### src/rtl/audio_level_meter_led_driver_pkg.sv
// Shared types for the LED chain driver: FSM state encoding and a small
// constant helper used to size the phase timer.
package audio_level_meter_led_driver_pkg;

  typedef enum logic [1:0] {
    IDLE     = 2'd0,
    SHIFT_LO = 2'd1,
    SHIFT_HI = 2'd2,
    LATCH    = 2'd3
  } led_state_e;

  function automatic int unsigned max_of(input int unsigned a, input int unsigned b);
    return (a > b) ? a : b;
  endfunction

endpackage

### src/rtl/audio_level_meter_led_driver_phase_timer.sv
// Phase down-counter shared by every serial-clock half-period and by the
// latch pulse. Loading N-1 makes 'done' appear N cycles after the load edge.
module led_shift_phase_timer #(
  parameter int CNT_W = 2
) (
  input  logic             clk,
  input  logic             reset,
  input  logic             i_load,
  input  logic [CNT_W-1:0] i_load_val,
  output logic             o_done
);

  logic [CNT_W-1:0] cnt_q;
  logic [CNT_W-1:0] cnt_d;

  // Next count: reload on request, otherwise count down and park at zero.
  always_comb begin
    cnt_d = cnt_q;
    if (i_load) begin
      cnt_d = i_load_val;
    end else if (cnt_q != '0) begin
      cnt_d = cnt_q - CNT_W'(1);
    end
  end

  // Count register, cleared asynchronously so a reset abandons any phase.
  always_ff @(posedge clk or negedge reset) begin
    if (!reset) begin
      cnt_q <= '0;
    end else begin
      cnt_q <= cnt_d;
    end
  end

  assign o_done = (cnt_q == '0);

endmodule

### src/rtl/audio_level_meter_led_driver.sv
// Serialises one bar pattern per handshake into a 74HC595-style LED chain:
// data is set up while o_sclk is low, sampled on its rising edge, and the
// whole frame is committed with a single o_latch pulse after the last bit.
module audio_level_meter_led_driver
  import audio_level_meter_led_driver_pkg::*;
#(
  parameter int WIDTH        = 32,
  parameter int CLK_DIV      = 4,
  parameter int LATCH_CYCLES = 2,
  parameter int MSB_FIRST    = 1,
  parameter int INVERT       = 0
) (
  input  logic             clk,
  input  logic             reset,
  input  logic             i_valid,
  output logic             i_ready,
  input  logic [WIDTH-1:0] i_array,
  output logic             o_sclk,
  output logic             o_sdata,
  output logic             o_latch
);

  localparam int CNT_W = $clog2(max_of(CLK_DIV, LATCH_CYCLES) + 1);
  localparam int BIT_W = $clog2(WIDTH);
  localparam logic [CNT_W-1:0] DIV_LOAD   = CNT_W'(CLK_DIV - 1);
  localparam logic [CNT_W-1:0] LATCH_LOAD = CNT_W'(LATCH_CYCLES - 1);
  localparam logic [BIT_W-1:0] LAST_BIT   = BIT_W'(WIDTH - 1);

  led_state_e        state_q, state_d;
  logic [WIDTH-1:0]  shreg_q, shreg_d;
  logic [BIT_W-1:0]  bit_cnt_q, bit_cnt_d;
  logic              ready_q, ready_d;
  logic              sclk_q, sclk_d;
  logic              sdata_q, sdata_d;
  logic              latch_q, latch_d;
  logic              tmr_load;
  logic [CNT_W-1:0]  tmr_val;
  logic              tmr_done;
  logic [WIDTH-1:0]  captured;

  // The bit that goes onto the wire next always sits at the head of the register.
  function automatic logic head_bit(input logic [WIDTH-1:0] v);
    return (MSB_FIRST != 0) ? v[WIDTH-1] : v[0];
  endfunction

  function automatic logic [WIDTH-1:0] advance(input logic [WIDTH-1:0] v);
    return (MSB_FIRST != 0) ? (v << 1) : (v >> 1);
  endfunction

  assign captured = (INVERT != 0) ? ~i_array : i_array;

  led_shift_phase_timer #(
    .CNT_W(CNT_W)
  ) u_phase_timer (
    .clk       (clk),
    .reset     (reset),
    .i_load    (tmr_load),
    .i_load_val(tmr_val),
    .o_done    (tmr_done)
  );

  // Next-state and next-output logic for the frame sequencer.
  always_comb begin
    state_d   = state_q;
    shreg_d   = shreg_q;
    bit_cnt_d = bit_cnt_q;
    ready_d   = ready_q;
    sclk_d    = sclk_q;
    sdata_d   = sdata_q;
    latch_d   = latch_q;
    tmr_load  = 1'b0;
    tmr_val   = DIV_LOAD;
    case (state_q)
      IDLE: begin
        ready_d = 1'b1;
        sclk_d  = 1'b0;
        sdata_d = 1'b0;
        latch_d = 1'b0;
        if (i_valid && ready_q) begin
          shreg_d   = captured;
          bit_cnt_d = '0;
          ready_d   = 1'b0;
          sdata_d   = head_bit(captured);
          tmr_load  = 1'b1;
          state_d   = SHIFT_LO;
        end
      end
      SHIFT_LO: begin
        if (tmr_done) begin
          sclk_d   = 1'b1;
          tmr_load = 1'b1;
          state_d  = SHIFT_HI;
        end
      end
      SHIFT_HI: begin
        if (tmr_done) begin
          sclk_d   = 1'b0;
          tmr_load = 1'b1;
          if (bit_cnt_q == LAST_BIT) begin
            latch_d = 1'b1;
            tmr_val = LATCH_LOAD;
            state_d = LATCH;
          end else begin
            shreg_d   = advance(shreg_q);
            bit_cnt_d = bit_cnt_q + BIT_W'(1);
            sdata_d   = head_bit(advance(shreg_q));
            state_d   = SHIFT_LO;
          end
        end
      end
      LATCH: begin
        if (tmr_done) begin
          latch_d = 1'b0;
          ready_d = 1'b1;
          sdata_d = 1'b0;
          state_d = IDLE;
        end
      end
      default: begin
        state_d = IDLE;
      end
    endcase
  end

  // State, datapath and registered pin drivers; reset drops everything at once.
  always_ff @(posedge clk or negedge reset) begin
    if (!reset) begin
      state_q   <= IDLE;
      shreg_q   <= '0;
      bit_cnt_q <= '0;
      ready_q   <= 1'b0;
      sclk_q    <= 1'b0;
      sdata_q   <= 1'b0;
      latch_q   <= 1'b0;
    end else begin
      state_q   <= state_d;
      shreg_q   <= shreg_d;
      bit_cnt_q <= bit_cnt_d;
      ready_q   <= ready_d;
      sclk_q    <= sclk_d;
      sdata_q   <= sdata_d;
      latch_q   <= latch_d;
    end
  end

  assign i_ready = ready_q;
  assign o_sclk  = sclk_q;
  assign o_sdata = sdata_q;
  assign o_latch = latch_q;

endmodule

### config.mk
export PLATFORM = sky130hd
export DESIGN_NAME = audio_level_meter_led_driver
export DESIGN_NICKNAME = d
export VERILOG_FILES = /design/src/rtl/audio_level_meter_led_driver_pkg.sv /design/src/rtl/audio_level_meter_led_driver_phase_timer.sv /design/src/rtl/audio_level_meter_led_driver.sv
export SDC_FILE = /design/constraint.sdc
export NUM_CORES = 1
export LEC_CHECK = 0
export ABC_AREA = 1
export CORE_MARGIN = 3
export CORE_UTILIZATION = 55
export DETAILED_ROUTE_END_ITERATION = 16
export PLACE_DENSITY = 0.84
export SETUP_SLACK_MARGIN = 0.1
export SLEW_MARGIN = 20
export SYNTH_ARGS = -nofsm -noshare
export SYNTH_HDL_FRONTEND = slang
export SYNTH_SLANG_ARGS = --single-unit
### constraint.sdc
create_clock -name clk -period 4.95 [get_ports clk]
set_clock_uncertainty 0.15 [all_clocks]
set_input_delay 0.99 -clock clk [delete_from_list [all_inputs] [get_ports clk]]
set_output_delay 0.99 -clock clk [all_outputs]
set_load 0.01 [all_outputs]
==> run_summary.xml <==
<?xml version="1.0" encoding="UTF-8"?>
<metrics>
  <group name="clocking">
    <metric name="h_tree_levels" unit="">2</metric>
    <metric name="hold_buffers" unit="">0</metric>
    <metric name="ctsLongestPathBuffers" unit="">2</metric>
    <metric name="cts.repair.resized" unit="">0</metric>
    <metric name="clkTransAtPathRegs" unit="ns">0.08</metric>
    <metric name="post_cts_buffers" unit="">0</metric>
    <metric name="clkSinkCount" unit="">45</metric>
    <metric name="root_buffer" unit="">clkbuf_8</metric>
    <metric name="cts_tree" unit="">done</metric>
    <metric name="worst_skew_pair.late_latency" unit="ns">0.30</metric>
    <metric name="cts_made_buffers" unit="">5</metric>
  </group>
  <group name="logic_synthesis">
    <metric name="mappedNetlistNets" unit="">398</metric>
    <metric name="synth_largest_area_cell" unit="">dfrtp_1</metric>
    <metric name="sequential_area_share_after_synthesis" unit="%">45.1</metric>
    <metric name="synth_cells" unit="">354</metric>
    <metric name="synth.ff_latch_count" unit="">45</metric>
    <metric name="async_reset_ff_share" unit="%">100</metric>
    <metric name="netlist_top_cells_area" unit="">dfrtp_1 (45%), nand2_1 (34%), ha_1 (4.5%)</metric>
    <metric name="most_instantiated_library_cell_after_synthesis" unit="">nand2_1</metric>
    <metric name="yosysWarningCount" unit="">0</metric>
    <metric name="top_ff_cell_synth" unit="">dfrtp_1</metric>
    <metric name="synth.top_cell.area_share" unit="%">45.1</metric>
    <metric name="yosys-top-cells-count" unit="">nand2_1 (229), dfrtp_1 (45), inv_1 (17), nand3_1 (10), ha_1 (9)</metric>
    <metric name="yosysUniqueCellTypes" unit="">20</metric>
    <metric name="synth_edf_count" unit="">0</metric>
    <metric name="netlist_area" unit="sq um">2500</metric>
    <metric name="syn_area_cell" unit="sq um">7.06</metric>
  </group>
  <group name="routing">
    <metric name="m1WireLength" unit="um">2290</metric>
    <metric name="met2_wire_len" unit="um">2460</metric>
    <metric name="drt-total-wl" unit="um">5010</metric>
    <metric name="num_vias" unit="">2157</metric>
    <metric name="drcViolationCount" unit="">0</metric>
    <metric name="first_pass_iters" unit="">4</metric>
    <metric name="drt_iter0_drc" unit="">138</metric>
    <metric name="antenna_left" unit="">0</metric>
    <metric name="wire_per_inst" unit="um">11.4</metric>
    <metric name="detail_route.vias_per_cell" unit="">4.92</metric>
    <metric name="route.met3.wl" unit="um">207</metric>
    <metric name="top_layer" unit="">met4</metric>
  </group>
  <group name="power">
    <metric name="power_density_over_cell_area" unit="nW/um^2">580</metric>
    <metric name="power_frac_seq" unit="%">36.7</metric>
    <metric name="worst_ir_drop_vdd" unit="mV">0.248</metric>
    <metric name="power.internal" unit="uW">934</metric>
    <metric name="netSwitchingFraction" unit="%">45.5</metric>
    <metric name="cellLeakagePower" unit="nW">1.68</metric>
    <metric name="netSwitchingPower" unit="uW">779</metric>
    <metric name="total_power" unit="mW">1.71</metric>
    <metric name="p_clk_share" unit="%">14.0</metric>
    <metric name="combinational_group_share_of_total_power" unit="%">49.3</metric>
  </group>
  <group name="finish">
    <metric name="design.final.nets" unit="">431</metric>
    <metric name="layout-drive-gt1-share" unit="%">5.15</metric>
    <metric name="diodes" unit="">0</metric>
    <metric name="fin_area" unit="sq um">2950</metric>
    <metric name="areaGrowthSynthToFinish" unit="%">18.2</metric>
    <metric name="layout.core_utilization" unit="%">70.3</metric>
    <metric name="n_fill_cell" unit="">372</metric>
  </group>
  <group name="placement">
    <metric name="detailed_place_hpwl" unit="um">3290</metric>
    <metric name="place_area" unit="sq um">2860</metric>
    <metric name="port_buffers" unit="">38</metric>
    <metric name="gp_congestion" unit="">0.828</metric>
  </group>
  <group name="sta">
    <metric name="max_clock_freq" unit="MHz">409</metric>
    <metric name="report.final.slew_viol_count" unit="">0</metric>
    <metric name="layout_min_cycle_time" unit="ns">2.44</metric>
    <metric name="setup_tns" unit="ns">0</metric>
    <metric name="max-slew-margin-rel" unit="%">35.3</metric>
    <metric name="worst_pin_slew" unit="ns">0.970</metric>
    <metric name="grt_setup_unrepaired" unit="">false</metric>
    <metric name="hold_violations" unit="">0</metric>
    <metric name="hold_ws" unit="ns">0.328</metric>
    <metric name="final_min_period_over_clock_period" unit="%">49.3</metric>
    <metric name="setup_violations" unit="">0</metric>
  </group>
  <group name="worst_setup_path">
    <metric name="setup.worst_path.start_class" unit="">input port</metric>
    <metric name="kind_of_critical_path" unit="">input port to register</metric>
    <metric name="cp_max_fo" unit="">36</metric>
    <metric name="worst-r2r-cell-count" unit="">7</metric>
    <metric name="endpoint_kind" unit="">register</metric>
    <metric name="arrival" unit="ns">2.47</metric>
    <metric name="worstPathRequired" unit="ns">4.98</metric>
  </group>
  <group name="die">
    <metric name="core_area" unit="sq um">4200</metric>
    <metric name="die-area" unit="sq um">5390</metric>
    <metric name="num_io_pins" unit="">39</metric>
    <metric name="die-height" unit="um">73.4</metric>
    <metric name="starting_density_of_the_core" unit="%">59.5</metric>
    <metric name="die-width" unit="um">73.4</metric>
    <metric name="rows" unit="">23</metric>
  </group>
  <group name="outcome">
    <metric name="status" unit="">complete, no violations</metric>
  </group>
  <group name="grt">
    <metric name="grt_antenna_before_repair" unit="">0</metric>
    <metric name="first_pass_grt_wire_length" unit="um">8450</metric>
    <metric name="via_count_of_the_first_global_routing_pass" unit="">1976</metric>
    <metric name="groute.usage.overall" unit="%">19.8</metric>
    <metric name="largest_net_degree_at_the_start_of_global_routing" unit="">46</metric>
    <metric name="grt_overflow" unit="">0</metric>
  </group>
  <group name="worst_hold_path">
    <metric name="min-delay-path-class" unit="">register to register</metric>
    <metric name="min_delay_path_depth" unit="">2</metric>
  </group>
  <group name="job">
    <metric name="cap_viol_max_count" unit="">0</metric>
  </group>
</metrics>
==> worst max-delay path: stages <==
cell,delay (ns)
clkdlybuf4s50_1,0.51
nand2_1,0.08
nand2_1,0.14
nand4_4,0.44
nand2_1,0.23
nand2_1,0.09
==> worst paths after layout <==
kind,start,slack (ns),end
max in group asynchronous,reset,3.36,bit_cnt_q[1]
max reg2reg,bit_cnt_q[0],2.73,bit_cnt_q[0]
min in group asynchronous,reset,0.70,u_phase_timer.cnt_q[0]
min reg2reg,shreg_q[26],0.33,shreg_q[26]
max,i_valid,2.51,bit_cnt_q[0]
min,shreg_q[26],0.33,shreg_q[26]
==> stage by stage <==
| step | setup slack [ns] | std cells |
|---|---|---|
| 6_report | 2.51 | 438 |
| 5_1_grt | 2.36 | 438 |
| 4_1_cts | 2.50 | 438 |
| 3_5_place_dp | 2.21 | 430 |
| 3_3_place_gp | 2.28 | 430 |
| 2_1_floorplan | 3.09 | 354 |
==> power groups by stage <==
| stage | Sequential, mW | Combinational, mW | Clock (mW) |
|---|---|---|---|
| floorplan | 0.615 | 0.706 | 0 |
| global placement | 0.628 | 0.819 | 0 |
| detailed placement | 0.631 | 0.852 | 0 |
| CTS | 0.628 | 0.854 | 0.244 |
| global route | 0.648 | 0.989 | 0.256 |
| finish | 0.629 | 0.845 | 0.239 |
==> state kept, by name (all words and copies together) (netlist names) <==
signal and count:
shreg_q 31, state_q 2, o_sdata 1, bit_cnt_q 5
o_latch 1, o_sclk 1, i_ready 1, u_phase_timer.cnt_q 3
==> final cells by class <==
class / count / area [sq um] / share of cell area, %
well taps: 50 / 62.6 / 2.12
inverters: 19 / 71.3 / 2.42
flip-flops and latches: 45 / 1130 / 38.1
clock inverters: 2 / 13.8 / 0.466
clock buffers: 6 / 82.6 / 2.80
repair buffers: 39 / 383 / 13.0
multi-input cells: 277 / 1210 / 41.1
==> per-layer routing <==
layer  track usage, %  vias to the layer above
li1                 -                     1134
met1             26.5                      972
met2             33.3                       43
met3             3.69                        8
met4             5.03                        0
met5                0                        -
==> layout by cell type, fill, tap and decap left out <==
| master | instances |
|---|---|
| buf_2 | 1 |
| nand2_2 | 5 |
| nand3_1 | 10 |
| o21ai_0 | 8 |
| clkinv_2 | 1 |
| clkdlybuf4s50_1 | 37 |
| inv_1 | 17 |
| clkinv_4 | 1 |
| buf_4 | 1 |
| nand2_4 | 1 |
| nand4_4 | 1 |
| nor2_1 | 6 |
| a21oi_1 | 2 |
| nand4_1 | 1 |
| xnor2_1 | 2 |
| clkbuf_8 | 6 |
| ha_1 | 9 |
| dfrtp_1 | 45 |
| and3_1 | 1 |
| nand2_1 | 229 |
| nor2_8 | 1 |
| nor3_1 | 1 |
| inv_2 | 2 |
==> cells by family (layout without fill, tap and decap cells) <==
group | Yosys count | in the layout | synth area share [%]
simple gates | 256 | 256 | 41.4
flops | 45 | 45 | 45.1
buf+inv | 32 | 66 | 6.36
compound gates | 10 | 10 | 2.00
fa+ha+maj | 9 | 9 | 4.51
xor+xnor | 2 | 2 | 0.701
No activity file was read; power rests on OpenSTA's default activity.
